File: src/rtl/cache_pkg.sv
// Shared types and constants for the cache/main-memory arbiter.
package cache_pkg;

  typedef enum logic [1:0] {
    IDLE = 2'd0,
    BUSY = 2'd1,
    DONE = 2'd2
  } state_t;

  localparam logic PORT_I = 1'b0;
  localparam logic PORT_D = 1'b1;

  localparam int unsigned TIMEOUT_DEFAULT = 255;

endpackage

File: src/rtl/rr_arb2.sv
// Combinational 2-way round-robin arbiter; the priority register lives in the parent.
module rr_arb2
  import cache_pkg::*;
(
  input  logic [1:0] req,
  input  logic       prio,
  output logic [1:0] gnt,
  output logic       gnt_id
);

  // Pick the sole requester, or the prio port when both request.
  always_comb begin
    gnt    = '0;
    gnt_id = PORT_I;
    case (req)
      2'b01: begin
        gnt    = 2'b01;
        gnt_id = PORT_I;
      end
      2'b10: begin
        gnt    = 2'b10;
        gnt_id = PORT_D;
      end
      2'b11: begin
        gnt    = prio ? 2'b10 : 2'b01;
        gnt_id = prio;
      end
      default: begin
        gnt    = '0;
        gnt_id = PORT_I;
      end
    endcase
  end

endmodule

File: src/rtl/cache_mem_arbiter.sv
// Shares one main-memory port between the I-cache (port 0) and D-cache (port 1),
// one transaction at a time, with round-robin arbitration and an ack timeout.
module cache_mem_arbiter
  import cache_pkg::*;
#(
  parameter int unsigned TIMEOUT = TIMEOUT_DEFAULT
) (
  input  logic        clk,
  input  logic        reset,
  input  logic [1:0]  req,
  input  logic [1:0]  we,
  input  logic [31:0] addr0,
  input  logic [31:0] addr1,
  input  logic [31:0] wdata0,
  input  logic [31:0] wdata1,
  output logic [1:0]  done,
  output logic        err,
  output logic [31:0] rdata,
  output logic        busy,
  output logic        mem_req,
  output logic        mem_we,
  output logic [31:0] mem_addr,
  output logic [31:0] mem_wdata,
  input  logic        mem_ack,
  input  logic [31:0] mem_rdata
);

  // A zero TIMEOUT still needs a 1-bit counter to keep the vector legal.
  localparam int unsigned CNT_W = (TIMEOUT == 0) ? 1 : $clog2(TIMEOUT + 1);
  localparam logic [CNT_W-1:0] CNT_LAST = CNT_W'((TIMEOUT == 0) ? 0 : TIMEOUT - 1);
  localparam bit TO_EN = (TIMEOUT != 0);

  state_t           r_state;
  logic             r_prio;
  logic             r_cur;
  logic [CNT_W-1:0] r_cnt;

  logic [1:0]       w_gnt;
  logic             w_gnt_id;

  rr_arb2 u_arb (
    .req    (req),
    .prio   (r_prio),
    .gnt    (w_gnt),
    .gnt_id (w_gnt_id)
  );

  // Transaction FSM: grant in IDLE, wait for ack/timeout in BUSY, pulse done in DONE.
  always_ff @(posedge clk or posedge reset) begin
    if (reset) begin
      r_state   <= IDLE;
      r_prio    <= 1'b0;
      r_cur     <= 1'b0;
      r_cnt     <= '0;
      done      <= '0;
      err       <= 1'b0;
      rdata     <= '0;
      busy      <= 1'b0;
      mem_req   <= 1'b0;
      mem_we    <= 1'b0;
      mem_addr  <= '0;
      mem_wdata <= '0;
    end else begin
      done <= '0;
      case (r_state)
        IDLE: begin
          if (|req) begin
            r_state   <= BUSY;
            busy      <= 1'b1;
            mem_req   <= 1'b1;
            r_cur     <= w_gnt_id;
            r_prio    <= ~w_gnt_id;
            r_cnt     <= '0;
            mem_we    <= |(we & w_gnt);
            mem_addr  <= w_gnt[1] ? addr1  : addr0;
            mem_wdata <= w_gnt[1] ? wdata1 : wdata0;
          end
        end
        BUSY: begin
          if (mem_ack) begin
            rdata   <= mem_we ? '0 : mem_rdata;
            err     <= 1'b0;
            mem_req <= 1'b0;
            done    <= r_cur ? 2'b10 : 2'b01;
            r_state <= DONE;
          end else if (TO_EN && (r_cnt == CNT_LAST)) begin
            rdata   <= '0;
            err     <= 1'b1;
            mem_req <= 1'b0;
            done    <= r_cur ? 2'b10 : 2'b01;
            r_state <= DONE;
          end else if (r_cnt != '1) begin
            r_cnt <= r_cnt + 1'b1;
          end
        end
        DONE: begin
          r_state <= IDLE;
          busy    <= 1'b0;
        end
        default: begin
          r_state <= IDLE;
          busy    <= 1'b0;
          mem_req <= 1'b0;
        end
      endcase
    end
  end

endmodule
File: config.mk
export PLATFORM = sky130hd
export DESIGN_NAME = cache_mem_arbiter
export DESIGN_NICKNAME = d
export VERILOG_FILES = /design/src/rtl/cache_pkg.sv /design/src/rtl/rr_arb2.sv /design/src/rtl/cache_mem_arbiter.sv
export SDC_FILE = /design/constraint.sdc
export NUM_CORES = 1
export LEC_CHECK = 0
export ABC_AREA = 1
export CORE_MARGIN = 2
export CORE_UTILIZATION = 40
export DETAILED_ROUTE_END_ITERATION = 7
export GPL_TIMING_DRIVEN = 0
export PLACE_DENSITY = 0.78
export REMOVE_ABC_BUFFERS = 1
export SYNTH_ARGS = -nofsm -noshare
export SYNTH_HDL_FRONTEND = slang
export SYNTH_HIERARCHICAL = 1
export SYNTH_SLANG_ARGS = --single-unit
File: constraint.sdc
create_clock -name clk -period 4.6 [get_ports clk]
set_input_delay 0.46 -clock clk [delete_from_list [all_inputs] [get_ports clk]]
set_output_delay 0.46 -clock clk [all_outputs]
set_load 0.1 [all_outputs]
Yosys cells after proc, flatten, opt, wreduce, memory -nomap -nowiden
Cells that the tools add are included.
{"block": "totals", "out_inout_bits": 102, "register_bits": 114, "in_bits": 167}
{"block": "op_classes", "add_sub_neg": 1, "eq_ne": 12, "n_bitwise": 4, "n_reduce_logical": 11, "muxes": 28}
{"cell": "2-to-1 mux 32 bit", "count": 5}
{"cell": "2-to-1 mux 8 bit", "count": 4}
{"cell": "2-to-1 mux 2 bit", "count": 8}
{"cell": "case mux 8 bit (2 select lines)", "count": 1}
{"cell": "adder 8 x 1 -> 8 bit (second input constant)", "count": 1}
{"cell": "== test 8 bit (second input constant)", "count": 1}
{"cell": "!= test 2 bit (second input constant)", "count": 4}
{"cell": "!= test 8 bit (second input constant)", "count": 1}
{"cell": "AND reduction 2 bit", "count": 4}
{"cell": "== test 2 bit (second input constant)", "count": 3}
{"cell": "case mux 2 bit (3 select lines)", "count": 1}
{"cell": "2-to-1 mux 1 bit", "count": 5}
{"cell": "AND reduction 5 bit", "count": 1}
{"cell": "== test 2 x 1 -> 1 bit (second input constant)", "count": 2}
{"cell": "case mux 1 bit (2 select lines)", "count": 2}
{"cell": "case mux 2 bit (2 select lines)", "count": 1}
{"cell": "nonzero test 2 bit", "count": 2}
{"cell": "OR reduction 2 bit", "count": 2}
{"cell": "!= test 3 bit (second input constant)", "count": 1}
{"cell": "NOT 1 bit", "count": 3}
{"cell": "case mux 1 bit (3 select lines)", "count": 1}
{"cell": "AND reduction 3 bit", "count": 1}
{"cell": "AND 2 bit", "count": 1}
{"cell": "logical NOT 2 bit", "count": 1}

Logic depth before layout (Yosys ltp)
Gate-level depths: netlist of run 1.
{"block": "logic_depth", "depth_word": 5, "depth_mapped": 11, "depth_no_buf": 10}

By module
The synthesis of run 1 kept the hierarchy.
{"mod": "cache_mem_arbiter", "instances": 1, "area_per_inst_um2": 5051.1, "cells_each": 618}
{"mod": "rr_arb2", "instances": 1, "area_per_inst_um2": 25.0, "cells_each": 6}

Worst setup path after synthesis of run 1
Ideal clock, no wire load.
{"block": "synth_timing", "path_type": "flip-flop to flip-flop", "startpoint": "register mem_we", "endpoint": "register rdata[0]", "path_slack_ns": 2.970, "arrival_ns": 1.508, "n_path_buf": 1, "path_stages_with_launch": 5, "required_ns": 4.478, "cell_sequence": "dfrtp_1 inv_1 clkbuf_1 nand3_1 nand2_1"}
{"block": "synth_via", "elab_chain_cells": 2}
{"item": "start, declared", "line_no": "cache_mem_arbiter.sv:21", "rtl": "output logic mem_we,"}
{"item": "start signal, assigned", "line_no": "cache_mem_arbiter.sv:74", "rtl": "mem_we <= |(we & w_gnt);"}
{"item": "2-to-1 mux 32 bit", "line_no": "cache_mem_arbiter.sv:81", "rtl": "rdata <= mem_we ? '0 : mem_rdata;"}
{"item": "2-to-1 mux 32 bit", "line_no": "cache_mem_arbiter.sv:80", "rtl": "if (mem_ack) begin"}
{"item": "end signal, assigned", "line_no": "cache_mem_arbiter.sv:81"}
{"item": "end, declared", "line_no": "cache_mem_arbiter.sv:18", "rtl": "output logic [31:0] rdata,"}
No other way between the ends.
A chain may end at the register's enable or synchronous reset.

Worst setup path in the final report of run 1
{"block": "layout_timing", "startpoint": "input req[0]", "endpoint": "register mem_addr[24]"}
{"block": "layout_via", "elab_chain_cells": 3, "elab_cells_between_ends": 7}
{"item": "start, declared", "line_no": "cache_mem_arbiter.sv:10", "rtl": "input logic [1:0] req,"}
{"item": "== test 2 bit or == test 2 x 1 -> 1 bit (tied branches)", "line_no": "rr_arb2.sv:15", "rtl": "case (req)"}
{"item": "case mux 2 bit (3 select lines) (*)", "line_no": "rr_arb2.sv:15"}
{"item": "named net w_gnt[1]", "line_no": "cache_mem_arbiter.sv:38", "rtl": "logic [1:0] w_gnt;"}
{"item": "2-to-1 mux 32 bit (*)", "line_no": "cache_mem_arbiter.sv:75", "rtl": "mem_addr <= w_gnt[1] ? addr1 : addr0;"}
{"item": "end signal, assigned", "line_no": "cache_mem_arbiter.sv:75"}
{"item": "end, declared", "line_no": "cache_mem_arbiter.sv:22", "rtl": "output logic [31:0] mem_addr,"}
Mark *: on every way through the listed nets, which the timed path passes. The rest lies on a longest branch.

==> flow_results.xml, run 1 <==
<?xml version="1.0" encoding="UTF-8"?>
<metrics>
  <group name="timing">
    <metric name="finalSetupViolCount" unit="">0</metric>
    <metric name="min_period_over_period" unit="%">56.77</metric>
    <metric name="achievable-frequency" unit="GHz">0.3829</metric>
    <metric name="grt_setup_unrepaired" unit="">false</metric>
    <metric name="finalMaxSlewViolations" unit="">0</metric>
    <metric name="holdWs" unit="ns">0.4273</metric>
    <metric name="rel_slew_slack" unit="%">27.38</metric>
    <metric name="worst_slew_pin_slew" unit="ns">1.086</metric>
    <metric name="total_count_of_hold_check_failures_in_the_final_report" unit="">0</metric>
    <metric name="clock-skew-final" unit="ns">0.008870</metric>
    <metric name="post-route-worst-setup-slack" unit="ns">1.989</metric>
    <metric name="final_period_minus_worst_setup_slack" unit="ns">2.611</metric>
  </group>
  <group name="cts">
    <metric name="ctsHtreeMaxLevel" unit="">4</metric>
    <metric name="ctsHoldBuffers" unit="">0</metric>
    <metric name="cts.root.buffer_cell" unit="">clkbuf_16</metric>
    <metric name="postCtsSetupBuffers" unit="">0</metric>
    <metric name="cts_sinks" unit="">114</metric>
    <metric name="tritoncts" unit="">built</metric>
    <metric name="clk_latency" unit="ns">0.41</metric>
    <metric name="cts_max_path_buffers" unit="">2</metric>
    <metric name="numCtsBuffers" unit="">17</metric>
    <metric name="path_clk_slew" unit="ns">0.06</metric>
    <metric name="post_cts_gate_resize_count" unit="">0</metric>
  </group>
  <group name="global_route">
    <metric name="grt_start_max_net_pins" unit="">82</metric>
    <metric name="grt.overflow.total" unit="">0</metric>
    <metric name="grt_pass1_vias" unit="">4965</metric>
    <metric name="grt_pass1_wl" unit="um">24470</metric>
    <metric name="grt_antenna_before_repair" unit="">0</metric>
    <metric name="global_route.usage.total" unit="%">23.52</metric>
  </group>
  <group name="drt">
    <metric name="antenna_left" unit="">0</metric>
    <metric name="via_count" unit="">5222</metric>
    <metric name="drc" unit="">0</metric>
    <metric name="wire_length_reported_by_the_detailed_router" unit="um">16070</metric>
    <metric name="detailedRoute.firstIterationViolations" unit="">254</metric>
    <metric name="post_dr_wirelength_cell" unit="um">15.13</metric>
    <metric name="first_pass_iters" unit="">5</metric>
    <metric name="route.detailed.vias_per_inst" unit="">4.917</metric>
  </group>
  <group name="synth">
    <metric name="syn_avg_cell_area" unit="um^2">8.135</metric>
    <metric name="yosys_warnings" unit="">6</metric>
    <metric name="synth_top_cell_area_share" unit="%">56.20</metric>
    <metric name="synthTopCellsByArea" unit="">dfrtp_1 56%, nand2_1 18%, a31oi_1 8.0%</metric>
    <metric name="synthDominantAreaCellType" unit="">dfrtp_1</metric>
    <metric name="synth_cell_type_count" unit="">18</metric>
    <metric name="synth.yosys.seq_area_share" unit="%">56.20</metric>
    <metric name="synth_cells" unit="">624</metric>
    <metric name="synth.ff_latch_count" unit="">114</metric>
    <metric name="netlist_area" unit="um^2">5076</metric>
  </group>
  <group name="floorplanning">
    <metric name="rows" unit="">41</metric>
    <metric name="top_level_ports" unit="">269</metric>
    <metric name="floorplan.die_area" unit="um^2">13610</metric>
    <metric name="chipWidth" unit="um">116.7</metric>
    <metric name="floorplan.core_area" unit="um^2">12520</metric>
    <metric name="initial_utilization" unit="%">40.55</metric>
    <metric name="die_height" unit="um">116.7</metric>
  </group>
  <group name="place">
    <metric name="detailedPlacementHpwl" unit="um">11340</metric>
    <metric name="dp_worst_setup_slack" unit="ns">1.553</metric>
    <metric name="io_buffer_count" unit="">268</metric>
    <metric name="gpl.final_weighted_congestion" unit="">0.8252</metric>
  </group>
  <group name="worst_setup_path">
    <metric name="cp_data_arrival_time" unit="ns">2.94</metric>
    <metric name="critPathCaptureType" unit="">flip-flop</metric>
    <metric name="path_max_fanout" unit="">64</metric>
    <metric name="worstSetupStartpointType" unit="">primary input</metric>
    <metric name="worst-setup-path-type" unit="">in -&gt; reg</metric>
    <metric name="required_time_of_the_critical_path" unit="ns">4.93</metric>
  </group>
  <group name="layout">
    <metric name="most-common-layout-cells" unit="">268 x clkdlybuf4s50_1, 243 x nand2_1, 114 x dfrtp_1</metric>
    <metric name="layout_commonest_cell" unit="">clkdlybuf4s50_1</metric>
    <metric name="final_layout_size_suffix_gt1_share" unit="%">4.944</metric>
    <metric name="nFillCells" unit="">1036</metric>
    <metric name="area_growth_syn_to_layout" unit="%">68.15</metric>
    <metric name="num_antenna_cells" unit="">0</metric>
    <metric name="nets" unit="">1046</metric>
    <metric name="layout.core_utilization" unit="%">68.19</metric>
  </group>
  <group name="hold_path">
    <metric name="worst_hold_path_type" unit="">reg -&gt; reg</metric>
  </group>
  <group name="outcome">
    <metric name="outcome" unit="">finished, final reports clean</metric>
  </group>
  <group name="job">
    <metric name="cap_violations" unit="">0</metric>
  </group>
</metrics>
through the flow:
step | cell area, um^2 | instances | setup TNS, ns
after CTS | 8536 | 1062 | 0
after global routing | 8536 | 1062 | 0
after detailed placement | 7884 | 1030 | 0
after global placement | 7801 | 1027 | -60.88
after floorplan | 4903 | 587 | 0
final | 8536 | 1062 | 0
per-layer routing:
layer	vias up	track usage, %	wire [um]
li1	2538	-	-
met1	2441	26.02	6113
met2	212	40.43	7998
met3	31	9.964	1574
met4	0	8.941	384
met5	-	0	0
area by class of cell:
cell class                 count  area (um^2)  share of cell area (%)
clock buffer                  19        442.9                   5.189
tap                          172        215.2                   2.521
inverter                      17        68.82                  0.8062
sequential                   114         2853                   33.42
clock inverter                13        209.0                   2.448
multi-input combinational    456         1989                   23.31
timing repair buffer         271         2758                   32.31
cells in the mapped netlist:
cell type and instances:
buf_4 1, a31oi_1 65, buf_2 12, inv_2 3, inv_1 14, o21bai_1 1
clkbuf_1 22, nand3_1 44, a21oi_1 6, nand2_1 244, nor2_4 2, nor2_1 86
o21ai_2 1, buf_6 2, nand2_2 2, dfrtp_1 114, ha_1 2, o21ai_0 3
critical path, cell delays in order:
cell and delay [ns]:
clkdlybuf4s50_1 0.54, inv_1 0.08, nand2_1 0.09, nand2_2 0.38, inv_2 0.95, nand2_1 0.18
a31oi_1 0.23
cell families (layout without fill, tap and decap cells):
family          count (synthesis)  count (layout)  synth area share, %
buf+inv                        54             320                4.659
flops                         114             114                56.20
compound gates                 76              76                9.219
fa+ha+maj                       2               2               0.4929
simple gates                  378             378                29.43
final timing paths:
path,cells past startpoint,slack [ns],end,from
max,7,1.99,mem_addr[24],req[0]
max in group asynchronous,3,3.28,mem_addr[3],reset
min,1,0.43,done[0],r_cur
max reg2reg,5,2.24,mem_addr[24],r_prio
min in group asynchronous,2,0.59,done[0],reset
min reg2reg,1,0.43,done[0],r_cur
flip-flops by register name, indices dropped and copies added, names as in the netlist, 2 cells and up:
signal and count:
mem_wdata 32, rdata 32, r_cnt 8, r_state 2, mem_addr 32, done 2
Power of run 1 is left out: the tool's default activity adds up to more than one toggle a clock period on the data nets, which glitch-free logic cannot reach.
==> inputs of run 2 (changes only) <==
==> constraint.sdc (replaced) <==
create_clock -name clk -period 2.6 [get_ports clk]
set_input_delay 0.26 -clock clk [delete_from_list [all_inputs] [get_ports clk]]
set_output_delay 0.26 -clock clk [all_outputs]
set_load 0.1 [all_outputs]
==> flow_results.xml, run 2 (same netlist as run 1, synthesis figures left out) <==
<?xml version="1.0" encoding="UTF-8"?>
<metrics>
  <group name="layout">
    <metric name="final_layout_size_suffix_gt1_share" unit="%">4.944</metric>
    <metric name="most-common-layout-cells" unit="">268 x clkdlybuf4s50_1, 243 x nand2_1, 114 x dfrtp_1</metric>
    <metric name="reg_top3" unit="">mem_addr: 32 flops, mem_wdata: 32 flops, rdata: 32 flops</metric>
    <metric name="num_antenna_cells" unit="">0</metric>
    <metric name="area_growth_syn_to_layout" unit="%">68.20</metric>
    <metric name="nets" unit="">1046</metric>
    <metric name="layout_commonest_cell" unit="">clkdlybuf4s50_1</metric>
  </group>
  <group name="timing">
    <metric name="holdWs" unit="ns">0.3911</metric>
    <metric name="rel_slew_slack" unit="%">27.38</metric>
    <metric name="achievable-frequency" unit="GHz">0.4506</metric>
    <metric name="final_period_minus_worst_setup_slack" unit="ns">2.219</metric>
    <metric name="total_count_of_hold_check_failures_in_the_final_report" unit="">0</metric>
    <metric name="min_period_over_period" unit="%">85.36</metric>
    <metric name="clock-skew-final" unit="ns">0.008861</metric>
    <metric name="finalMaxSlewViolations" unit="">0</metric>
    <metric name="grt_setup_unrepaired" unit="">false</metric>
    <metric name="worst_slew_pin_slew" unit="ns">1.086</metric>
    <metric name="finalSetupViolCount" unit="">0</metric>
  </group>
  <group name="global_route">
    <metric name="grt_pass1_vias" unit="">4965</metric>
    <metric name="global_route.usage.total" unit="%">23.52</metric>
    <metric name="grt_antenna_before_repair" unit="">0</metric>
    <metric name="grt_start_max_net_pins" unit="">82</metric>
    <metric name="grt.met1_usage" unit="%">26.02</metric>
    <metric name="grt.met2_usage" unit="%">40.43</metric>
    <metric name="grt.overflow.total" unit="">0</metric>
    <metric name="grt_pass1_wl" unit="um">24470</metric>
    <metric name="grt-busiest-layer" unit="">met2</metric>
    <metric name="gr-usage-met3" unit="%">9.964</metric>
  </group>
  <group name="floorplanning">
    <metric name="rows" unit="">41</metric>
    <metric name="floorplan.die_area" unit="um^2">13610</metric>
    <metric name="chipWidth" unit="um">116.7</metric>
    <metric name="floorplan.core_area" unit="um^2">12520</metric>
    <metric name="top_level_ports" unit="">269</metric>
    <metric name="initial_utilization" unit="%">40.55</metric>
    <metric name="die_height" unit="um">116.7</metric>
  </group>
  <group name="drt">
    <metric name="via_count" unit="">5234</metric>
    <metric name="route.detailed.vias_per_inst" unit="">4.928</metric>
    <metric name="detailedRoute.firstIterationViolations" unit="">254</metric>
    <metric name="antenna_left" unit="">0</metric>
    <metric name="wire_length_reported_by_the_detailed_router" unit="um">16070</metric>
    <metric name="drc" unit="">0</metric>
    <metric name="post_dr_wirelength_cell" unit="um">15.13</metric>
    <metric name="first_pass_iters" unit="">5</metric>
  </group>
  <group name="worst_setup_path">
    <metric name="crit_path_largest_cell_delay" unit="ns">1.21</metric>
    <metric name="critPathCaptureType" unit="">output port</metric>
    <metric name="master_of_the_slowest_instance_on_the_critical_path" unit="">clkdlybuf4s50_1</metric>
    <metric name="path_max_fanout" unit="">2</metric>
    <metric name="critical-path-top-delay-family" unit="">buffers and inverters</metric>
    <metric name="worstSetupStartpointType" unit="">flip-flop</metric>
    <metric name="crit_path_start" unit="">mem_addr[10]</metric>
    <metric name="required_time_of_the_critical_path" unit="ns">2.34</metric>
    <metric name="cp_data_arrival_time" unit="ns">1.96</metric>
    <metric name="path_buf_inv" unit="">1</metric>
    <metric name="worst-setup-path-type" unit="">reg -&gt; out</metric>
    <metric name="cp_cell_sequence" unit="">clkdlybuf4s50_1</metric>
    <metric name="crit-reg2reg-launch" unit="">r_cnt[0]</metric>
  </group>
  <group name="cts">
    <metric name="cts_max_path_buffers" unit="">2</metric>
    <metric name="clk_latency" unit="ns">0.41</metric>
    <metric name="ctsHtreeMaxLevel" unit="">4</metric>
    <metric name="path_clk_slew" unit="ns">0.05</metric>
    <metric name="tritoncts" unit="">built</metric>
    <metric name="cts.root.buffer_cell" unit="">clkbuf_16</metric>
    <metric name="ctsHoldBuffers" unit="">0</metric>
    <metric name="postCtsSetupBuffers" unit="">0</metric>
    <metric name="cts_sinks" unit="">114</metric>
    <metric name="numCtsBuffers" unit="">17</metric>
  </group>
  <group name="job">
    <metric name="cap_violations" unit="">0</metric>
  </group>
  <group name="outcome">
    <metric name="outcome" unit="">finished, final reports clean</metric>
  </group>
  <group name="place">
    <metric name="detailedPlacementHpwl" unit="um">11340</metric>
    <metric name="gpl.final_weighted_congestion" unit="">0.8252</metric>
    <metric name="io_buffer_count" unit="">268</metric>
  </group>
  <group name="hold_path">
    <metric name="worst_hold_path_type" unit="">in -&gt; async</metric>
  </group>
</metrics>
-- run 2: final cells by class --
cell class,instances,area (um^2)
Sequential cell,114,2853
Clock buffer,19,442.9
Multi-Input combinational cell,456,1989
Timing Repair Buffer,271,2758
Clock inverter,13,209.0
Inverter,17,71.32
Tap cell,172,215.2
Fill cell,1034,3979
-- run 2: per-layer routing --
layer  routed length (um)  vias up
met4                  384        0
met2                 7991      222
met3                 1610       31
li1                     -     2538
met1                 6085     2443
met5                    0        -
-- run 2: through the flow --
| stage | instances | util (%) | TNS (ns) | cell area [um^2] | setup slack (ns) |
|---|---|---|---|---|---|
| finish | 1062 | 68.21 | 0 | 8538 | 0.3808 |
| CTS | 1062 | 68.19 | 0 | 8536 | 0.1832 |
| detailed placement | 1030 | 62.98 | -10.24 | 7884 | -0.2468 |
| global placement | 1027 | 62.33 | -378.67 | 7801 | -2.341 |
| floorplan | 587 | - | -77.03 | 4903 | -0.6757 |
| global route | 1062 | 68.21 | 0 | 8538 | 0.2056 |
-- run 2: worst paths after layout --
| path | end | slack, ns | cells past startpoint |
|---|---|---|---|
| max in group asynchronous | mem_addr[3] | 1.48 | 3 |
| worst max-delay path | mem_addr[10] | 0.38 | 1 |
| worst min-delay path | done[0] | 0.39 | 2 |
| min in group clk | mem_addr[5] | 0.41 | 3 |
| worst max register to register | r_cnt[1] | 0.41 | 10 |
| worst min register to register | done[0] | 0.43 | 1 |
-- run 2: worst register-to-register path, delay by kind of cell, from the launching register on --
kind | cells | cell delay (ns)
and+or+nand+nor | 7 | 1.32
DFF | 1 | 0.41
adders and majority gates | 1 | 0.20
buffers and inverters | 2 | 0.13
-- run 2: what timing repair did --
| action | in CTS | in global routing |
|---|---|---|
| hold endpoints to repair | 0 | 0 |
| endpoints found under the setup margin | 0 | 1 |
| gates resized for setup | 0 | 2 |
Power of run 2 is left out for the same reason.
==> inputs of run 3 (changes only) <==
--- a/config.mk
+++ b/config.mk
@@ -12,6 +12,7 @@
 export GPL_TIMING_DRIVEN = 0
 export PLACE_DENSITY = 0.78
 export REMOVE_ABC_BUFFERS = 1
+export SLEW_MARGIN = 20
 export SYNTH_ARGS = -nofsm -noshare
 export SYNTH_HDL_FRONTEND = slang
 export SYNTH_HIERARCHICAL = 1
==> flow_results.xml, run 3 (same netlist as run 1, synthesis figures left out) <==
<?xml version="1.0" encoding="UTF-8"?>
<metrics>
  <group name="cts">
    <metric name="post_cts_gate_resize_count" unit="">0</metric>
    <metric name="tritoncts" unit="">built</metric>
    <metric name="path_clk_slew" unit="ns">0.05</metric>
    <metric name="ctsHtreeMaxLevel" unit="">4</metric>
    <metric name="cts_sinks" unit="">114</metric>
    <metric name="cts_max_path_buffers" unit="">2</metric>
    <metric name="numCtsBuffers" unit="">17</metric>
    <metric name="postCtsSetupBuffers" unit="">0</metric>
    <metric name="ctsHoldBuffers" unit="">0</metric>
    <metric name="cts.root.buffer_cell" unit="">clkbuf_16</metric>
    <metric name="clk_latency" unit="ns">0.41</metric>
  </group>
  <group name="worst_setup_path">
    <metric name="setup.reg_to_reg.worst_slack" unit="ns">0.39</metric>
    <metric name="path_max_fanout" unit="">2</metric>
    <metric name="worstSetupStartpointType" unit="">flip-flop</metric>
    <metric name="cp_cell_sequence" unit="">clkdlybuf4s50_1</metric>
    <metric name="crit_path_largest_cell_delay" unit="ns">1.18</metric>
    <metric name="master_of_the_slowest_instance_on_the_critical_path" unit="">clkdlybuf4s50_1</metric>
    <metric name="path_buf_inv" unit="">1</metric>
    <metric name="critPathCaptureType" unit="">output port</metric>
    <metric name="worst-setup-path-type" unit="">reg -&gt; out</metric>
    <metric name="critical-path-top-delay-family" unit="">buffers and inverters</metric>
    <metric name="required_time_of_the_critical_path" unit="ns">2.34</metric>
    <metric name="cp_data_arrival_time" unit="ns">1.96</metric>
  </group>
  <group name="layout">
    <metric name="num_antenna_cells" unit="">0</metric>
    <metric name="layout.core_utilization" unit="%">67.92</metric>
    <metric name="layout_commonest_cell" unit="">clkdlybuf4s50_1</metric>
    <metric name="reg_top3" unit="">mem_addr: 32 flops, mem_wdata: 32 flops, rdata: 32 flops</metric>
    <metric name="area_growth_syn_to_layout" unit="%">67.49</metric>
    <metric name="final_layout_size_suffix_gt1_share" unit="%">4.837</metric>
    <metric name="most-common-layout-cells" unit="">268 x clkdlybuf4s50_1, 243 x nand2_1, 114 x dfrtp_1</metric>
    <metric name="nets" unit="">1045</metric>
  </group>
  <group name="drt">
    <metric name="antenna_left" unit="">0</metric>
    <metric name="detailedRoute.firstIterationViolations" unit="">304</metric>
    <metric name="drc" unit="">0</metric>
    <metric name="post_dr_wirelength_cell" unit="um">14.89</metric>
    <metric name="first_pass_iters" unit="">5</metric>
    <metric name="route.detailed.vias_per_inst" unit="">4.901</metric>
    <metric name="via_count" unit="">5200</metric>
    <metric name="wire_length_reported_by_the_detailed_router" unit="um">15800</metric>
  </group>
  <group name="global_route">
    <metric name="grt_pass1_vias" unit="">4936</metric>
    <metric name="grt_start_max_net_pins" unit="">82</metric>
    <metric name="grt_antenna_before_repair" unit="">0</metric>
    <metric name="grt_pass1_wl" unit="um">24000</metric>
    <metric name="global_route.usage.total" unit="%">23.00</metric>
    <metric name="grt.overflow.total" unit="">0</metric>
  </group>
  <group name="outcome">
    <metric name="outcome" unit="">finished, final reports clean</metric>
  </group>
  <group name="floorplanning">
    <metric name="chipWidth" unit="um">116.7</metric>
    <metric name="rows" unit="">41</metric>
    <metric name="floorplan.die_area" unit="um^2">13610</metric>
    <metric name="floorplan.core_area" unit="um^2">12520</metric>
    <metric name="die_height" unit="um">116.7</metric>
    <metric name="initial_utilization" unit="%">40.55</metric>
    <metric name="top_level_ports" unit="">269</metric>
  </group>
  <group name="job">
    <metric name="cap_violations" unit="">0</metric>
  </group>
  <group name="hold_path">
    <metric name="worst_hold_path_type" unit="">in -&gt; async</metric>
  </group>
  <group name="timing">
    <metric name="total_count_of_hold_check_failures_in_the_final_report" unit="">0</metric>
    <metric name="worst_slew_pin_slew" unit="ns">1.078</metric>
    <metric name="clock-skew-final" unit="ns">0.008867</metric>
    <metric name="finalSetupTns" unit="ns">0</metric>
    <metric name="final_period_minus_worst_setup_slack" unit="ns">2.224</metric>
    <metric name="finalMaxSlewViolations" unit="">0</metric>
    <metric name="grt_setup_unrepaired" unit="">false</metric>
    <metric name="finalSetupViolCount" unit="">0</metric>
    <metric name="achievable-frequency" unit="GHz">0.4497</metric>
    <metric name="rel_slew_slack" unit="%">27.94</metric>
    <metric name="min_period_over_period" unit="%">85.52</metric>
  </group>
  <group name="place">
    <metric name="gpl.final_weighted_congestion" unit="">0.8252</metric>
    <metric name="io_buffer_count" unit="">268</metric>
    <metric name="detailedPlacementHpwl" unit="um">11230</metric>
  </group>
</metrics>
[run 3: cell types whose count changed in the layout (fill, tap and decap cells not counted), sizes merged]
cell | previous run | this run
clkbuf | 19 | 21
clkinv | 8 | 6
buf | 3 | 2
bufinv | 5 | 4
clkinvlp | 0 | 1
[run 3: layout make-up]
class	count	area [um^2]
Timing Repair Buffer	270	2738
Multi-Input combinational cell	456	1994
Fill cell	1001	4015
Clock inverter	11	157.7
Clock buffer	21	470.5
Tap cell	172	215.2
Sequential cell	114	2853
Inverter	17	73.82
[run 3: per-layer routing]
metal / GRT usage [%] / wire [um] / vias up
li1: - / - / 2539
met1: 25.76 / 5878 / 2399
met2: 39.38 / 7978 / 240
met3: 9.341 / 1650 / 22
met4: 8.863 / 292 / 0
met5: 0 / 0 / -
[run 3: final timing paths]
path,from,end,cells past startpoint
max reg2reg,r_cnt[0],r_cnt[0],10
max,mem_addr[18],mem_addr[18],1
min,reset,rdata[9],2
min reg2reg,r_cur,done[0],1
min in group clk,mem_rdata[1],rdata[1],3
max in group asynchronous,reset,mem_wdata[4],3
[run 3: stage by stage]
| step | instances | cell area, um^2 | hold slack (ns) | setup WS [ns] |
|---|---|---|---|---|
| floorplan | 587 | 4903 | 0.4032 | -0.6757 |
| global placement | 1027 | 7801 | 0.4113 | -2.341 |
| detailed placement | 1029 | 7871 | 0.4110 | -0.3676 |
| CTS | 1061 | 8499 | 0.3396 | 0.06379 |
| global route | 1061 | 8502 | 0.3646 | 0.1940 |
| finish | 1061 | 8502 | 0.3164 | 0.3764 |
Power of run 3 is left out for the same reason.
